File: config.mk
export PLATFORM = sky130hd
export DESIGN_NAME = fetch_unit
export DESIGN_NICKNAME = d
export VERILOG_FILES = /design/src/rtl/fetch_unit.sv
export SDC_FILE = /design/constraint.sdc
export NUM_CORES = 1
export LEC_CHECK = 0
export BUFFER_PORTS_ARGS = -buffer_cell sky130_fd_sc_hd__buf_4
export CORE_AREA = 2 2 119 121
export CTS_CLUSTER_DIAMETER = 120
export DETAILED_ROUTE_END_ITERATION = 12
export DIE_AREA = 0 0 121 123
export HOLD_SLACK_MARGIN = 0.1
export PLACE_DENSITY_LB_ADDON = 0.3
export RECOVER_POWER = 25
export SYNTH_ARGS = -nofsm -noshare
export SYNTH_HDL_FRONTEND = slang
export SYNTH_SLANG_ARGS = --single-unit
File: constraint.sdc
create_clock -name clk -period 4.3 [get_ports clk]
set_input_delay 0.645 -clock clk [delete_from_list [all_inputs] [get_ports clk]]
set_output_delay 0.645 -clock clk [all_outputs]
set_load 0.03 [all_outputs]
File: src/rtl/fetch_unit.sv
// Instruction fetch stage: owns the PC, issues one request at a time to instruction
// memory, holds the returned instruction for decode, and squashes fetches on redirect.
module fetch_unit #(
  parameter int              XLEN     = 32,
  parameter logic [XLEN-1:0] RESET_PC = '0
) (
  input  logic            clk,
  input  logic            rst_n,
  output logic            imem_req_valid,
  input  logic            imem_req_ready,
  output logic [XLEN-1:0] imem_req_addr,
  input  logic            imem_rsp_valid,
  input  logic [XLEN-1:0] imem_rsp_data,
  input  logic            redirect_valid,
  input  logic [XLEN-1:0] redirect_pc,
  output logic            inst_valid,
  input  logic            inst_ready,
  output logic [XLEN-1:0] inst,
  output logic [XLEN-1:0] inst_pc,
  output logic [6:0]      opcode,
  output logic [2:0]      funct3,
  output logic [6:0]      funct7,
  output logic            misaligned_err,
  output logic [31:0]     fetch_count
);

  typedef enum logic [2:0] {
    S_IDLE = 3'd0,
    S_REQ  = 3'd1,
    S_WAIT = 3'd2,
    S_HOLD = 3'd3,
    S_DROP = 3'd4
  } state_t;

  state_t          state_q, state_d;
  logic [XLEN-1:0] pc_q, pc_d;
  logic [XLEN-1:0] req_pc_q, req_pc_d;
  logic [XLEN-1:0] inst_q, inst_d;
  logic [XLEN-1:0] inst_pc_q, inst_pc_d;
  logic            misaligned_q, misaligned_d;
  logic [31:0]     fetch_count_q, fetch_count_d;

  logic            redirect_take;
  logic [XLEN-1:0] redirect_aligned;

  // The IDLE cycle after reset ignores redirects; every other state honours them.
  assign redirect_take    = redirect_valid && (state_q != S_IDLE);
  assign redirect_aligned = {redirect_pc[XLEN-1:2], 2'b00};

  always_ff @(posedge clk or negedge rst_n) begin
    if (!rst_n) begin
      state_q       <= S_IDLE;
      pc_q          <= RESET_PC;
      req_pc_q      <= RESET_PC;
      inst_q        <= '0;
      inst_pc_q     <= '0;
      misaligned_q  <= 1'b0;
      fetch_count_q <= '0;
    end else begin
      state_q       <= state_d;
      pc_q          <= pc_d;
      req_pc_q      <= req_pc_d;
      inst_q        <= inst_d;
      inst_pc_q     <= inst_pc_d;
      misaligned_q  <= misaligned_d;
      fetch_count_q <= fetch_count_d;
    end
  end

  always_comb begin
    state_d       = state_q;
    pc_d          = pc_q;
    req_pc_d      = req_pc_q;
    inst_d        = inst_q;
    inst_pc_d     = inst_pc_q;
    fetch_count_d = fetch_count_q;
    misaligned_d  = misaligned_q | (redirect_take && (redirect_pc[1:0] != 2'b00));

    if (redirect_take) begin
      pc_d = redirect_aligned;
    end

    case (state_q)
      S_IDLE: state_d = S_REQ;
      S_REQ: begin
        if (!redirect_valid && imem_req_ready) begin
          req_pc_d = pc_q;
          state_d  = S_WAIT;
        end
      end
      S_WAIT: begin
        if (imem_rsp_valid && !redirect_valid) begin
          inst_d    = imem_rsp_data;
          inst_pc_d = req_pc_q;
          state_d   = S_HOLD;
        end else if (imem_rsp_valid) begin
          state_d = S_REQ;
        end else if (redirect_valid) begin
          state_d = S_DROP;
        end
      end
      // A response and a redirect together still retire the stale request.
      S_DROP: begin
        if (imem_rsp_valid) begin
          state_d = S_REQ;
        end
      end
      S_HOLD: begin
        if (redirect_valid) begin
          state_d = S_REQ;
        end else if (inst_ready) begin
          pc_d          = inst_pc_q + XLEN'(4);
          fetch_count_d = fetch_count_q + 32'd1;
          state_d       = S_REQ;
        end
      end
      default: state_d = S_IDLE;
    endcase
  end

  assign imem_req_valid = (state_q == S_REQ) && !redirect_valid;
  assign imem_req_addr  = pc_q;
  assign inst_valid     = (state_q == S_HOLD) && !redirect_valid;
  assign inst           = inst_q;
  assign inst_pc        = inst_pc_q;
  assign opcode         = inst_q[6:0];
  assign funct3         = inst_q[14:12];
  assign funct7         = inst_q[31:25];
  assign misaligned_err = misaligned_q;
  assign fetch_count    = fetch_count_q;

endmodule

==> flow_metrics.env, run 1 <==
export IMPL_synth_cells=588
export IMPL_setup_viol=0
export IMPL_synth_distinct_cells=41
export IMPL_drcViolationCount=0
export IMPL_relSlewSlack=-0.544
export IMPL_max_stage_delay_ns=1.61
export IMPL_ys_flop_type="dfrtp_1"
export IMPL_path_class="in2async"
export IMPL_peakVddDrop_mv=0.312
export IMPL_die_w_um=121
export IMPL_period_needed_ns=2.47
export IMPL_endpoint_kind="asynchronous set/reset pin"
export IMPL_clockBufferDepth=2
export IMPL_htreeDepth=4
export IMPL_maxSlewViolCount=94
export IMPL_cts_resized=0
export IMPL_std_cell_rows=43
export IMPL_finalHoldViolCount=0
export IMPL_hpwlAfterDp_mm=12.1
export IMPL_yosysSeqAreaShare=0.556
export IMPL_worst_pin_slew_ns=2.32
export IMPL_synth_edf_count=0
export IMPL_required_ns=4.84
export IMPL_vias_per_cell=5.38
export IMPL_power_leakage_nw=4.76
export IMPL_postLayoutCoreUtil=0.703
export IMPL_cp_cell_sequence="clkbuf_2, buf_4"
export IMPL_fin_skew_ns=0.00470
export IMPL_tns_ns=0
export IMPL_cp_arrival_ns=3.01
export IMPL_critPathSlowestCell="clkbuf_2"
export IMPL_fmax_mhz=404
export IMPL_fin_cells=981
export IMPL_overflow=0
export IMPL_post_cts_setup_buffers=0
export IMPL_antenna_left=0
export IMPL_finalCritPeriodShare=0.575
export IMPL_cts_hold_buf=0
export IMPL_cts_reportedPaths_clkPinSlew_ns=0.06
export IMPL_die_area_sq_um=14900
export IMPL_firstDrtPassIters=4
export IMPL_grt_pass1_wl_mm=27.2
export IMPL_wl_per_cell_um=17.8
export IMPL_grt_start_max_net_pins=94
export IMPL_path_buf_inv=2
export IMPL_cts_root_buf="clkbuf_16"
export IMPL_clkLatencyLatePin_ns=0.42
export IMPL_antenna_found_initial=0
export IMPL_status="finished, violations left"
export IMPL_initial_core_util=0.542
export IMPL_portBuffers=217
export IMPL_cts_inserted_buffers=17
export IMPL_rsz0062_at_grt="no"
export IMPL_drive_gt1_frac=0.387
export IMPL_syn_nets=660
export IMPL_grt_pass1_vias=5267
export IMPL_gp_congestion=0.839
export IMPL_place_inst=950
export IMPL_antenna_cells=0
export IMPL_io_pins=218
export IMPL_ys_async_sr_fraction=1.00
export IMPL_critPathTopFamily="buffers and inverters"
export IMPL_startpoint_type="input pin"
export IMPL_avgSynthCellArea_sq_um=12.5
export IMPL_synth_seq_cells=164
export IMPL_via_count=5274
export IMPL_crit_fanout=93
export IMPL_synth_cell_area_sq_um=7380
export IMPL_cts_sinks=164
export IMPL_drt_wl_total_mm=17.5
export IMPL_max_cap_violations=1
export IMPL_core_sq_um=13600
export IMPL_violations="capacitance limit, slew limit"
export IMPL_syn_to_final_growth_pct=29.7
export IMPL_die_h_um=123
export IMPL_hp_class="in2reg"
export IMPL_drt_iter0_drc=278
export IMPL_cts_tree="built"
export IMPL_ys_warn_count=0
export IMPL_power_density_nw_per_um2=567
export IMPL_grt_usage=0.238
export IMPL_final_nets=861
kinds of logic after synthesis:
logic type | Yosys count | synth area share
and+or+nand+nor | 149 | 0.112
DFF | 164 | 0.556
xor gates and xnor gates | 59 | 0.0700
buffers and inverters | 47 | 0.0368
adders and majority gates | 2 | 0.00339
AOI/OAI and AO/OA | 41 | 0.0310
muxes | 126 | 0.191
worst register-to-register path: stages, from the launching register on:
cell and delay (ns):
dfrtp_1 0.53, nor4b_2 0.37, nand2_2 0.58, mux2_1 0.53
layout make-up:
cell class / instances / area (sq um)
Timing Repair Buffer: 222 / 1660
Fill cell: 1006 / 4040
Clock inverter: 4 / 20.0
Sequential cell: 164 / 4100
Multi-Input combinational cell: 377 / 3010
Clock buffer: 27 / 523
Tap cell: 180 / 225
Inverter: 7 / 26.3
Yosys cell counts, types with 7 or more instances:
master	count	area share
mux2i_1	9	0.012
nand2_1	47	0.024
dfrtp_1	164	0.56
xnor2_1	34	0.040
and3_1	10	0.0085
nor2_1	15	0.0076
mux2_2	48	0.073
xor2_1	25	0.030
a21oi_1	7	0.0047
mux2_1	69	0.11
nand4_1	18	0.015
buf_4	17	0.017
inv_1	7	0.0036
o21ai_1	25	0.017
nand3_1	29	0.020
buf_2	19	0.013
where the power goes:
group | switching [mW] | leakage (nW) | internal [mW]
combinational | 1.01 | 2.37 | 0.736
sequential | 0.365 | 2.11 | 1.93
clock | 0.567 | 0.273 | 0.824
worst paths after layout:
| check | cells past startpoint | end | slack (ns) | from |
|---|---|---|---|---|
| max reg2reg | 3 | req_pc_q[13] | 2.16 | state_q[0] |
| max | 2 | req_pc_q[27] | 1.83 | rst_n |
| min in group asynchronous | 1 | fetch_count[23] | 0.91 | rst_n |
| min reg2reg | 1 | inst_pc[3] | 0.47 | req_pc_q[3] |
| max in group clk | 2 | imem_req_valid | 2.10 | state_q[0] |
| min | 2 | state_q[2] | 0.42 | imem_rsp_valid |
layer usage:
layer  share of wire  global-route usage
met1            0.42               0.309
met2            0.51               0.395
met3           0.049              0.0484
met4           0.023              0.0967
met5               0                   0
sequential cells by signal (all words and copies together), names as in the netlist:
register and count:
misaligned_err 1, inst 32, imem_req_addr 32, fetch_count 32
inst_pc 32, state_q 3, req_pc_q 32
layout by cell type (no fill, tap or decap), types with 9 or more instances in the layout:
cell / netlist / final
mux2_2: 48 / 48
dfrtp_1: 164 / 164
clkbuf_16: 0 / 17
nand2_1: 47 / 46
nor2_1: 15 / 15
nand3_1: 29 / 29
mux2i_1: 9 / 9
xnor2_1: 34 / 34
nand4_1: 18 / 18
xor2_1: 25 / 25
o21ai_1: 25 / 25
and3_1: 10 / 10
mux2_1: 69 / 69
buf_4: 17 / 221
stage by stage:
stage	power, mW	hold WS, ns	area [sq um]	setup WS [ns]
floorplan	3.35	0.349	7380	2.07
global placement	4.00	0.462	9040	1.99
detailed placement	4.06	0.464	9040	1.92
CTS	5.47	0.326	9580	2.10
global route	5.68	0.419	9570	1.36
finish	5.43	0.422	9570	1.83
Note: power is estimated with default switching activity, not from simulation.
==> inputs of run 2 (changes only) <==
- CORE_AREA: 2 2 119 121 -> 2 2 129 131
- DIE_AREA: 0 0 121 123 -> 0 0 131 133
- clock period: 4.3 -> 2.1 ns (I/O delays scaled with it)
==> flow_metrics.env, run 2 (synthesis gave the netlist of run 1 again) <==
export IMPL_hpwlAfterDp_mm=12.8
export IMPL_place_inst=999
export IMPL_post_cts_setup_buffers=0
export IMPL_portBuffers=217
export IMPL_finalCritPeriodShare=0.898
export IMPL_switchingPower_mw=3.98
export IMPL_firstDrtPassIters=4
export IMPL_swShare=0.357
export IMPL_path_class="reg2reg"
export IMPL_cts_hold_buf=8
export IMPL_cts_root_buf="clkbuf_16"
export IMPL_startpoint_type="register"
export IMPL_layout_commonest_cell="buf_4"
export IMPL_die_w_um=131
export IMPL_p_int_mw=7.19
export IMPL_grt_usage=0.209
export IMPL_die_area_sq_um=17400
export IMPL_cts_tree="built"
export IMPL_finalHoldViolCount=0
export IMPL_via_count=5312
export IMPL_p_seq_frac=0.418
export IMPL_power_density_nw_per_um2=1140
export IMPL_overflow=0
export IMPL_grt_pass1_vias=5487
export IMPL_vias_per_cell=5.12
export IMPL_status="complete, no violations"
export IMPL_drive_gt1_frac=0.389
export IMPL_peakVddDrop_mv=0.626
export IMPL_pwr_share_comb=0.325
export IMPL_clockBufferDepth=2
export IMPL_htreeDepth=4
export IMPL_fin_cells=1038
export IMPL_grt_start_max_net_pins=68
export IMPL_die_h_um=133
export IMPL_cp_arrival_ns=2.19
export IMPL_pwr_share_clk=0.257
export IMPL_relSlewSlack=0.304
export IMPL_cts_inserted_buffers=17
export IMPL_wl_per_cell_um=17.1
export IMPL_rsz0062_at_grt="no"
export IMPL_required_ns=2.40
export IMPL_endpoint_kind="register"
export IMPL_setup_viol=0
export IMPL_grt_pass1_wl_mm=28.3
export IMPL_fmax_mhz=530
export IMPL_initial_core_util=0.456
export IMPL_layout_common_cells="buf_4, dfrtp_1, mux2_1"
export IMPL_cts_resized=0
export IMPL_std_cell_rows=47
export IMPL_gp_congestion=0.802
export IMPL_antenna_found_initial=0
export IMPL_hp_class="in2reg"
export IMPL_cts_sinks=164
export IMPL_core_sq_um=16200
export IMPL_crit_fanout=6
export IMPL_io_pins=218
export IMPL_worst_pin_slew_ns=1.04
export IMPL_tns_ns=0
export IMPL_drt_wl_total_mm=17.8
export IMPL_antenna_left=0
export IMPL_drcViolationCount=0
export IMPL_maxSlewViolCount=0
export IMPL_antenna_cells=0
export IMPL_cts_reportedPaths_clkPinSlew_ns=0.06
export IMPL_drt_iter0_drc=232
export IMPL_clkLatencyLatePin_ns=0.43
export IMPL_fin_skew_ns=0.0199
export IMPL_syn_to_final_growth_pct=33.2
export IMPL_power_leakage_nw=4.86
export IMPL_period_needed_ns=1.89
export IMPL_max_cap_violations=0
export IMPL_final_nets=880
==> run 2: cell types whose count changed in the layout (fill, tap and decap cells not counted), sizes merged <==
cell	change
dlygate4sd3	+10
buf	+8
clkbuf	-2
bufinv	+1
clkinv	-1
clkinvlp	+1
==> run 2: layer usage <==
| layer | part of all wire | GRT usage | vias to the layer above |
|---|---|---|---|
| li1 | - | - | 2478 |
| met1 | 0.42 | 0.264 | 2670 |
| met2 | 0.52 | 0.351 | 154 |
| met3 | 0.056 | 0.0538 | 10 |
| met4 | 0.0091 | 0.0621 | 0 |
| met5 | 0 | 0 | - |
==> run 2: through the flow <==
step	utilization	total power, mW	area [sq um]	worst slack, ns	hold slack [ns]
global route	0.608	11.7	9830	0.0519	0.100
floorplan	-	6.87	7380	0.0154	0.0194
finish	0.608	11.2	9830	0.214	0.105
global placement	0.570	8.25	9220	0.307	0.199
CTS	0.608	11.3	9830	0.208	0.100
detailed placement	0.570	8.38	9220	0.234	0.204
==> run 2: critical path, stage by stage (launching register included) <==
cell and delay [ns]:
dfrtp_1 0.44, ha_1 0.27, nand3_1 0.19, nor4_4 0.41, nand4_1 0.17, xnor2_1 0.19, o21ai_1 0.08
==> run 2: power groups by stage <==
stage                     logic (mW)  registers [mW]  clock network (mW)
after floorplan                 1.30            5.57                   0
after CTS                       3.68            4.67                2.92
after detailed placement        3.66            4.72                   0
after global placement          3.59            4.66                   0
final                           3.63            4.66                2.87
after global routing            3.85            4.78                3.07
==> run 2: final timing paths <==
kind,startpoint,endpoint,slack (ns),depth (start not counted)
worst max-delay path,inst_pc[3],imem_req_addr[26],0.21,6
worst min-delay path,imem_rsp_data[10],inst[10],0.10,2
worst max register to register,inst_pc[3],imem_req_addr[26],0.21,6
worst min register to register,fetch_count[31],fetch_count[31],0.47,1
max in group asynchronous,rst_n,req_pc_q[22],0.50,3
min in group asynchronous,rst_n,inst[27],0.33,2
==> run 2: area by class of cell <==
type | count | area, sq um
Sequential cell | 164 | 4100
Fill cell | 1316 | 6340
Inverter | 7 | 26.3
Multi-Input combinational cell | 377 | 3010
Tap cell | 220 | 275
Clock buffer | 24 | 482
Clock inverter | 5 | 52.6
Timing Repair Buffer | 241 | 1870
